## src/rtl/uart_tx_arbiter.sv

```systemverilog
// -----------------------------------------------------------------------------
// uart_tx_arbiter
//
// Shares a single uart_tx transmitter between NUM_REQ byte producers.
// Requesters are served round-robin, one byte per grant. A granted byte is
// launched with a one-cycle uart_tx_en pulse. The next grant waits until the
// transmitter has raised and then dropped uart_tx_busy. If busy never rises
// within BUSY_TIMEOUT cycles, the byte is dropped and arb_err pulses.
//
// Parameters
//   NUM_REQ       number of requesters, 2..8
//   BUSY_TIMEOUT  cycles allowed for uart_tx_busy to rise after launch, 2..255
//
// Ports
//   clk           system clock
//   rst_n         asynchronous active-low reset
//   req_valid     per-requester "holds a byte"
//   req_data      byte of requester i in bits [8i+7:8i]
//   req_ready     one-hot accept strobe (combinational, IDLE only)
//   uart_tx_en    one-cycle launch pulse to uart_tx
//   uart_tx_data  launched byte, stable from launch until the next accept
//   uart_tx_busy  busy flag from uart_tx
//   gnt_id        index of the last accepted requester
//   arb_busy      high whenever the FSM is not in IDLE
//   arb_err       one-cycle pulse when the busy-rise timeout expires
//
// Build option
//   UART_TX_ARB_PRIO_EN : when defined, requester 0 has fixed priority and
//   does not move the round-robin pointer; the other requesters rotate among
//   themselves. When undefined, all requesters are served pure round-robin.
// -----------------------------------------------------------------------------
module uart_tx_arbiter #(
  parameter int NUM_REQ      = 4,
  parameter int BUSY_TIMEOUT = 16
) (
  input  logic                 clk,
  input  logic                 rst_n,
  input  logic [NUM_REQ-1:0]   req_valid,
  input  logic [8*NUM_REQ-1:0] req_data,
  output logic [NUM_REQ-1:0]   req_ready,
  output logic                 uart_tx_en,
  output logic [7:0]           uart_tx_data,
  input  logic                 uart_tx_busy,
  output logic [2:0]           gnt_id,
  output logic                 arb_busy,
  output logic                 arb_err
);

  typedef enum logic [1:0] {
    ST_IDLE,
    ST_LAUNCH,
    ST_WAIT_HI,
    ST_WAIT_LO
  } state_t;

  localparam logic [3:0] NUM_REQ_W    = 4'(NUM_REQ);
  localparam logic [2:0] LAST_REQ     = 3'(NUM_REQ - 1);
  localparam logic [7:0] TIMEOUT_LAST = 8'(BUSY_TIMEOUT - 1);

  // ---------------------------------------------------------------------------
  // Registers
  // ---------------------------------------------------------------------------
  state_t     r_state;
  logic [2:0] r_rr_ptr;
  logic [7:0] r_to_cnt;
  logic       r_tx_en;
  logic [7:0] r_tx_data;
  logic [2:0] r_gnt_id;
  logic       r_arb_err;

  // ---------------------------------------------------------------------------
  // Requester vectors widened to the 8-requester maximum so that a 3-bit
  // index always addresses them exactly, whatever NUM_REQ is.
  // ---------------------------------------------------------------------------
  logic [7:0]  w_valid_ext;
  logic [63:0] w_data_ext;

  assign w_valid_ext = 8'(req_valid);
  assign w_data_ext  = 64'(req_data);

  // ---------------------------------------------------------------------------
  // Round-robin candidates: candidate gi is requester (rr_ptr + 1 + gi) mod
  // NUM_REQ. The sum never reaches 2*NUM_REQ, so one conditional subtract
  // gives an exact wrap for non-power-of-two NUM_REQ as well.
  // ---------------------------------------------------------------------------
  logic [2:0]         w_cand_idx [NUM_REQ];
  logic [NUM_REQ-1:0] w_cand_vld;

  for (genvar gi = 0; gi < NUM_REQ; gi++) begin : g_cand
    logic [3:0] w_sum;
    assign w_sum          = {1'b0, r_rr_ptr} + 4'(gi + 1);
    assign w_cand_idx[gi] = (w_sum >= NUM_REQ_W) ? 3'(w_sum - NUM_REQ_W) : w_sum[2:0];
    assign w_cand_vld[gi] = w_valid_ext[w_cand_idx[gi]];
  end

  // Lowest candidate offset wins: scan from the far end so the nearest valid
  // candidate overwrites the others.
  logic [2:0] w_rr_win;

  always_comb begin
    w_rr_win = '0;
    for (int k = NUM_REQ - 1; k >= 0; k--) begin
      if (w_cand_vld[k]) begin
        w_rr_win = w_cand_idx[k];
      end
    end
  end

  // ---------------------------------------------------------------------------
  // Winner selection and pointer update policy
  // ---------------------------------------------------------------------------
  logic [2:0] w_win;
  logic       w_ptr_upd;

`ifdef UART_TX_ARB_PRIO_EN
  // Requester 0 pre-empts the rotation and leaves the pointer untouched, so
  // the remaining requesters keep their round-robin order.
  assign w_win     = req_valid[0] ? 3'd0 : w_rr_win;
  assign w_ptr_upd = ~req_valid[0];
`else
  assign w_win     = w_rr_win;
  assign w_ptr_upd = 1'b1;
`endif

  // An accept needs an idle arbiter and an idle transmitter; a busy flag seen
  // in IDLE belongs to someone else's launch. Ready is also held low while
  // reset is asserted.
  logic w_accept;

  assign w_accept = rst_n && (r_state == ST_IDLE) && (|req_valid) && !uart_tx_busy;

  for (genvar gi = 0; gi < NUM_REQ; gi++) begin : g_ready
    assign req_ready[gi] = w_accept && (w_win == 3'(gi));
  end

  logic [7:0] w_win_byte;

  assign w_win_byte = w_data_ext[{w_win, 3'b000} +: 8];

  // ---------------------------------------------------------------------------
  // FSM with registered outputs
  // ---------------------------------------------------------------------------
  always_ff @(posedge clk or negedge rst_n) begin
    if (!rst_n) begin
      r_state   <= ST_IDLE;
      r_rr_ptr  <= LAST_REQ;
      r_to_cnt  <= '0;
      r_tx_en   <= 1'b0;
      r_tx_data <= 8'h00;
      r_gnt_id  <= 3'd0;
      r_arb_err <= 1'b0;
    end else begin
      r_tx_en   <= 1'b0;
      r_arb_err <= 1'b0;
      case (r_state)
        ST_IDLE: begin
          if (w_accept) begin
            r_tx_data <= w_win_byte;
            r_gnt_id  <= w_win;
            if (w_ptr_upd) begin
              r_rr_ptr <= w_win;
            end
            // Launch pulse is registered so it is high exactly in LAUNCH.
            r_tx_en <= 1'b1;
            r_state <= ST_LAUNCH;
          end
        end
        ST_LAUNCH: begin
          r_to_cnt <= '0;
          r_state  <= ST_WAIT_HI;
        end
        ST_WAIT_HI: begin
          if (uart_tx_busy) begin
            r_state <= ST_WAIT_LO;
          end else if (r_to_cnt == TIMEOUT_LAST) begin
            // Transmitter never picked the byte up: drop it, no retry.
            r_arb_err <= 1'b1;
            r_state   <= ST_IDLE;
          end else begin
            r_to_cnt <= r_to_cnt + 8'd1;
          end
        end
        ST_WAIT_LO: begin
          // Frame length is fixed by the baud rate, so no timeout here.
          if (!uart_tx_busy) begin
            r_state <= ST_IDLE;
          end
        end
        default: begin
          r_state <= ST_IDLE;
        end
      endcase
    end
  end

  assign uart_tx_en   = r_tx_en;
  assign uart_tx_data = r_tx_data;
  assign gnt_id       = r_gnt_id;
  assign arb_err      = r_arb_err;
  // Pure decode of the state register.
  assign arb_busy     = (r_state != ST_IDLE);

endmodule

```

## config.mk

```make
export PLATFORM = sky130hd
export DESIGN_NAME = uart_tx_arbiter
export DESIGN_NICKNAME = d
export VERILOG_FILES = /design/src/rtl/uart_tx_arbiter.sv
export SDC_FILE = /design/constraint.sdc
export NUM_CORES = 1
export LEC_CHECK = 0
export ABC_AREA = 1
export CORE_MARGIN = 3
export CORE_UTILIZATION = 45
export CTS_BUF_LIST = sky130_fd_sc_hd__clkbuf_8
export DETAILED_ROUTE_END_ITERATION = 10
export GPL_TIMING_DRIVEN = 1
export PLACE_DENSITY = 0.84
export SYNTH_ARGS = -nofsm -noshare
export SYNTH_HDL_FRONTEND = slang
export SYNTH_SLANG_ARGS = --single-unit
```

## constraint.sdc

```tcl
create_clock -name clk -period 6.6 [get_ports clk]
set_input_delay 0.99 -clock clk [delete_from_list [all_inputs] [get_ports clk]]
set_output_delay 0.99 -clock clk [all_outputs]
set_load 0.02 [all_outputs]
```

Word level (Yosys, flattened, before mapping)
Index checks and enable logic that the tools add are counted.
{"block": "classes", "shift": 1, "reduce_logical": 16, "order_cmp": 8, "mux": 29, "add_sub_neg": 9, "eq_ne": 12}
{"cell": "$shiftx A64 B7 Y8", "count": 1}
{"cell": "$mux W3", "count": 8}
{"cell": "$ge A4 B3 Y1 const B", "count": 4}
{"cell": "$lt A3 B4 Y1 const B", "count": 4}
{"cell": "$mux W8", "count": 2}
{"cell": "$pmux W8 S2", "count": 1}
{"cell": "$bmux W1 S3", "count": 4}
{"cell": "$sub A3 B3 Y3 const B", "count": 4}
{"cell": "$mux W1", "count": 9}
{"cell": "$add A3 B2 Y4 const B", "count": 2}
{"cell": "$add A8 B1 Y8 const B", "count": 1}
{"cell": "$eq A8 B4 Y1 const B", "count": 1}
{"cell": "$mux W2", "count": 4}
{"cell": "$ne A2 B2 Y1 const B", "count": 4}
{"cell": "$pmux W2 S4", "count": 1}
{"cell": "$logic_and A1 B1 Y1", "count": 7}
{"cell": "$eq A3 B2 Y1 const B", "count": 2}
{"cell": "$reduce_and A3 Y1", "count": 2}
{"cell": "$add A3 B1 Y4 const B", "count": 1}
{"cell": "$add A3 B3 Y4 const B", "count": 1}
{"cell": "$eq A2 B2 Y1 const B", "count": 2}
{"cell": "$reduce_bool A2 Y1", "count": 2}
{"cell": "$reduce_or A4 Y1", "count": 1}
{"cell": "$eq A3 B1 Y1 const B", "count": 1}
{"cell": "other kinds (6)", "count": 6}
{"block": "totals", "ff_bits": 26}

Logic depth before layout (Yosys ltp)
{"block": "logic_depth", "word_depth": 11, "mapped_depth": 17, "mapped_depth_nobuf": 16}

Worst setup path after synthesis
Ideal clock, no wire load.
{"block": "synth_timing", "path_kind": "in2out", "from": "in req_valid[2]", "to": "out req_ready[0]", "setup_slack_ns": 3.357, "path_buffers": 1, "t_arrival_ns": 2.253, "t_required_ns": 5.610, "cell_stages": 9, "cell_sequence": "nand2_1 -> nand3_1 -> nand3_2 -> nand2_1 -> clkinv_2 -> nand2_4 -> nand2_8 -> buf_12 -> nor3_1"}
{"block": "synth_between", "elab_chain_len": 8}
{"item": "from (decl)", "line_no": "38", "rtl": "input logic [NUM_REQ-1:0] req_valid,"}
{"item": "$bmux W1 S3", "line_no": "93", "rtl": "assign w_cand_vld[gi] = w_valid_ext[w_cand_idx[gi]];"}
{"item": "$mux W1 (implied by the code)", "line_no": "93"}
{"item": "$mux W3 (4 in series)", "line_no": "103", "rtl": "if (w_cand_vld[k]) begin"}
{"item": "$logic_not A3 Y1", "line_no": "133", "rtl": "assign req_ready[gi] = w_accept && (w_win == 3'(gi));"}
{"item": "$logic_and A1 B1 Y1 *", "line_no": "133"}
{"item": "to (decl)", "line_no": "40", "rtl": "output logic [NUM_REQ-1:0] req_ready,"}
Every way passes the cells marked *; elsewhere a longest branch is shown, timed or not. The select of a mux whose other input is x is not followed.

Worst setup path after layout
{"block": "layout_timing", "from": "in req_valid[2]", "to": "out req_ready[3]"}
{"block": "layout_between", "elab_chain_len": 8}
{"item": "$bmux W1 S3", "line_no": "93"}
{"item": "$mux W1 (implied by the code)", "line_no": "93"}
{"item": "$mux W3 (4 in series)", "line_no": "103"}
{"item": "$eq A3 B2 Y1", "line_no": "133"}
{"item": "$logic_and A1 B1 Y1 *", "line_no": "133"}
Marks and branches as above.

==> key figures <==
Power and ir drop
  • Leakage power: 1.20 nW
  • Pint: around 530 µW
  • Worst vdd ir: between 0.2 and 0.3 mV
  • Combinational share of power: a little under three quarters
  • Seq pwr share: roughly a fifth
  • Clock power share: between 7 and 8%
  • Pwr/cell area: just under 500 mW/mm²
  • NetSw: 601 µW
  • Switching Fraction: 53.4%

GRT
  • Largest net degree at the start of global routing: 27
  • Antenna violations before repair: 0
  • All-Layer GR Usage: around a fifth
  • Total gr overflow: 0
  • First-pass GRT wire length: a little under 7000 µm
  • Vias in the first global route: roughly 1600

Hold path
  • Hold depth: 2
  • Hold Crit Start: uart_tx_data[7]
  • Worst Hold Path EP: uart_tx_data[7]
  • Tightest Hold Check Type: reg2reg

Clocking
  • Root Buffer Master: clkbuf_8
  • Maximum root-to-sink buffer count: 2
  • Clock Latency Late Sink: 270 ps
  • Resized cells post-CTS: 0
  • Clk sinks: 25
  • TritonCTS buffer count: 3
  • CTS tree: done
  • Setup Fix Bufs, Post-CTS: 0
  • Hold_buf cts: 0
  • Clock-pin slew on the worst setup and hold paths: about 80 ps
  • H-tree levels: 1

Cells and area
  • Share of layout cells above drive strength 1: 9.48%
  • Final core utilization: between 60% and 70%
  • Fillcell total: ~370
  • Antenna diodes: 0
  • Final net count: roughly 350
  • Area delta synth->final: 33.5%

Timing
  • Final setup fails: 0
  • Final Cycle Share: 66.7%
  • Final Hold Fails: 0
  • RSZ-0062 raised after global routing: no
  • Fmax: 227 MHz
  • Max-slew violation count: 0
  • Final worst setup slack: approximately 2200 ps
  • Actual slew at the worst max-slew pin: around 430 ps
  • Slew HR: a little under three quarters
  • Setup_tns: 0 ps
  • Max Clock Skew: 3.99 ps
  • Min cycle time layout: 4400 ps

Critical path
  • Cells on worst reg2reg path: 15
  • Crit path DAT: about 3400 ps
  • Flop2flop setup slack: around 3900 ps
  • Reg-to-Reg End: uart_tx_data[1]
  • Worst R2R Start: r_rr_ptr[0]
  • Startpoint Class: input pin
  • Worst Setup Path Type: in2out
  • Critical Path End Type: output port
  • Worst Path Required: ~5600 ps
  • Crit Path Max Fanout: 12

Drt
  • Final wirelength: 4270 µm
  • ANT nets after route: 0
  • First-pass DRT Iterations: 4
  • Routed WL per cell: 12.1 µm
  • Vias per inst: approximately 4.8
  • Via count: between 1500 and 2000
  • Residual DRC count: 0
  • Iteration-0 DRC Markers: slightly above 100

Logic synthesis
  • Syn Nets: slightly below 300
  • Synth warnings: 0
  • Top-count cell post-synth: nand2_1
  • Syn_area_per_cell: 7.00 µm²
  • Mapped cell area: about 0.0018 mm²
  • Post-synth EDFFs: 0
  • Synth area leaders: dfrtp_1 33%, nand2_1 22%, nand3_1 8.0%, nand2_2 4.6%, inv_1 4.1%
  • Top FF cell, synth: dfrtp_1
  • Register area share after synthesis: a little over a third
  • Post-synth top area share: between 30 and 40%
  • Post-synth top area cell: dfrtp_1
  • Count of cell types in the netlist: 31
  • Commonest cells in the netlist: 104 x nand2_1, 28 x nand3_1, 23 x dfrtp_1
  • FF+latch count, synth: 25
  • Cells after Synth: between 200 and 300
  • Async S/R FF share, synth: 100%

Placement
  • Dpl ws: 2210 ps
  • Routability cong.: 0.861
  • Port Buffers: between 50 and 60
  • DPL Wire Length: between 3000 and 4000 µm

Status
  • Outcome: finished clean

Floorplan
  • Site Rows: 22
  • Initial Util: between 40% and 50%
  • Core box area: between 0.003 and 0.004 mm²
  • IO Pins: 57
  • Die width: just under 70 µm
  • Die Area: roughly 0.0047 mm²
  • Die Ht: roughly 68 µm

Job
  • Max Cap Viol: 0
==> worst max path at each step <==
stage	start	endpoint	slack, ps	cells after the start
after global placement	req_valid[0]	req_ready[3]	2250	12
after CTS	req_valid[0]	req_ready[3]	2210	12
after global routing	req_valid[1]	req_ready[3]	1980	12
after floorplan	req_valid[2]	req_ready[0]	3360	9
after detailed placement	req_valid[0]	req_ready[3]	2210	12
final	req_valid[2]	req_ready[3]	2200	12
==> logic make-up (layout without fill, tap and decap cells) <==
logic type	after synthesis	count (layout)	synth area share, %
buf+inv	30	85	10.3
flops	25	25	35.8
xor+xnor	5	5	2.49
fa+ha+maj	3	3	2.14
simple gates	176	176	45.2
compound gates	12	12	4.13
==> state kept, by name, indices dropped and copies added (netlist names) <==
signal,count
r_state,2
uart_tx_en,1
r_to_cnt,8
r_rr_ptr,3
arb_err,1
gnt_id,2
uart_tx_data,8
==> layout by cell type (no fill, tap or decap), drive strengths merged <==
cell	instances
o22ai	2
dfstp	2
nor3	1
a22o	1
nand4	4
inv	22
nand3	29
clkinv	2
nor4	3
xor2	5
nand2	120
o21ai	3
nor2	19
o31ai	1
ha	3
o32ai	1
a21oi	4
dfrtp	23
buf	2
clkdlybuf4s50	56
clkbuf	3
==> worst max-delay path, stage by stage <==
cell and delay [ps]:
clkdlybuf4s50_1 500, nand2_1 80, nand3_1 110, inv_1 50, nor2_2 110, nand2_1 60, nand3_1 70, nand2_1 50
nand2_1 300, clkinv_1 310, nor2_1 150, clkdlybuf4s50_1 620
==> power groups by stage <==
stage | combinational, mW | sequential [mW] | clock (mW)
finish | 0.804 | 0.234 | 0.0879
global route | 0.910 | 0.241 | 0.0970
CTS | 0.808 | 0.235 | 0.0906
detailed placement | 0.806 | 0.238 | 0
global placement | 0.795 | 0.237 | 0
floorplan | 0.634 | 0.265 | 0
==> area by class of cell <==
class,instances,area (µm²),area share (%)
Multi-Input combinational cell,196,947,40.4
Clock buffer,3,41.3,1.76
Clock inverter,1,3.75,0.160
Tap cell,48,60.1,2.56
Timing Repair Buffer,58,576,24.5
Sequential cell,25,628,26.8
Inverter,23,90.1,3.84
==> layer usage <==
layer | vias to the layer above | share of wire, % | GRT usage (%)
met4 | 0 | 1.9 | 6.20
met3 | 8 | 3.5 | 1.81
met2 | 34 | 50 | 31.9
met5 | - | 0 | 0
met1 | 761 | 45 | 24.3
li1 | 909 | - | -
==> through the flow <==
step | cells | hold slack, ps | area [µm²] | power (mW)
global route | 354 | 518 | 2350 | 1.25
detailed placement | 350 | 466 | 2300 | 1.04
floorplan | 251 | 488 | 1760 | 0.899
finish | 354 | 483 | 2350 | 1.13
global placement | 350 | 462 | 2300 | 1.03
CTS | 354 | 487 | 2350 | 1.13
Power figures use the tool's default switching activity.
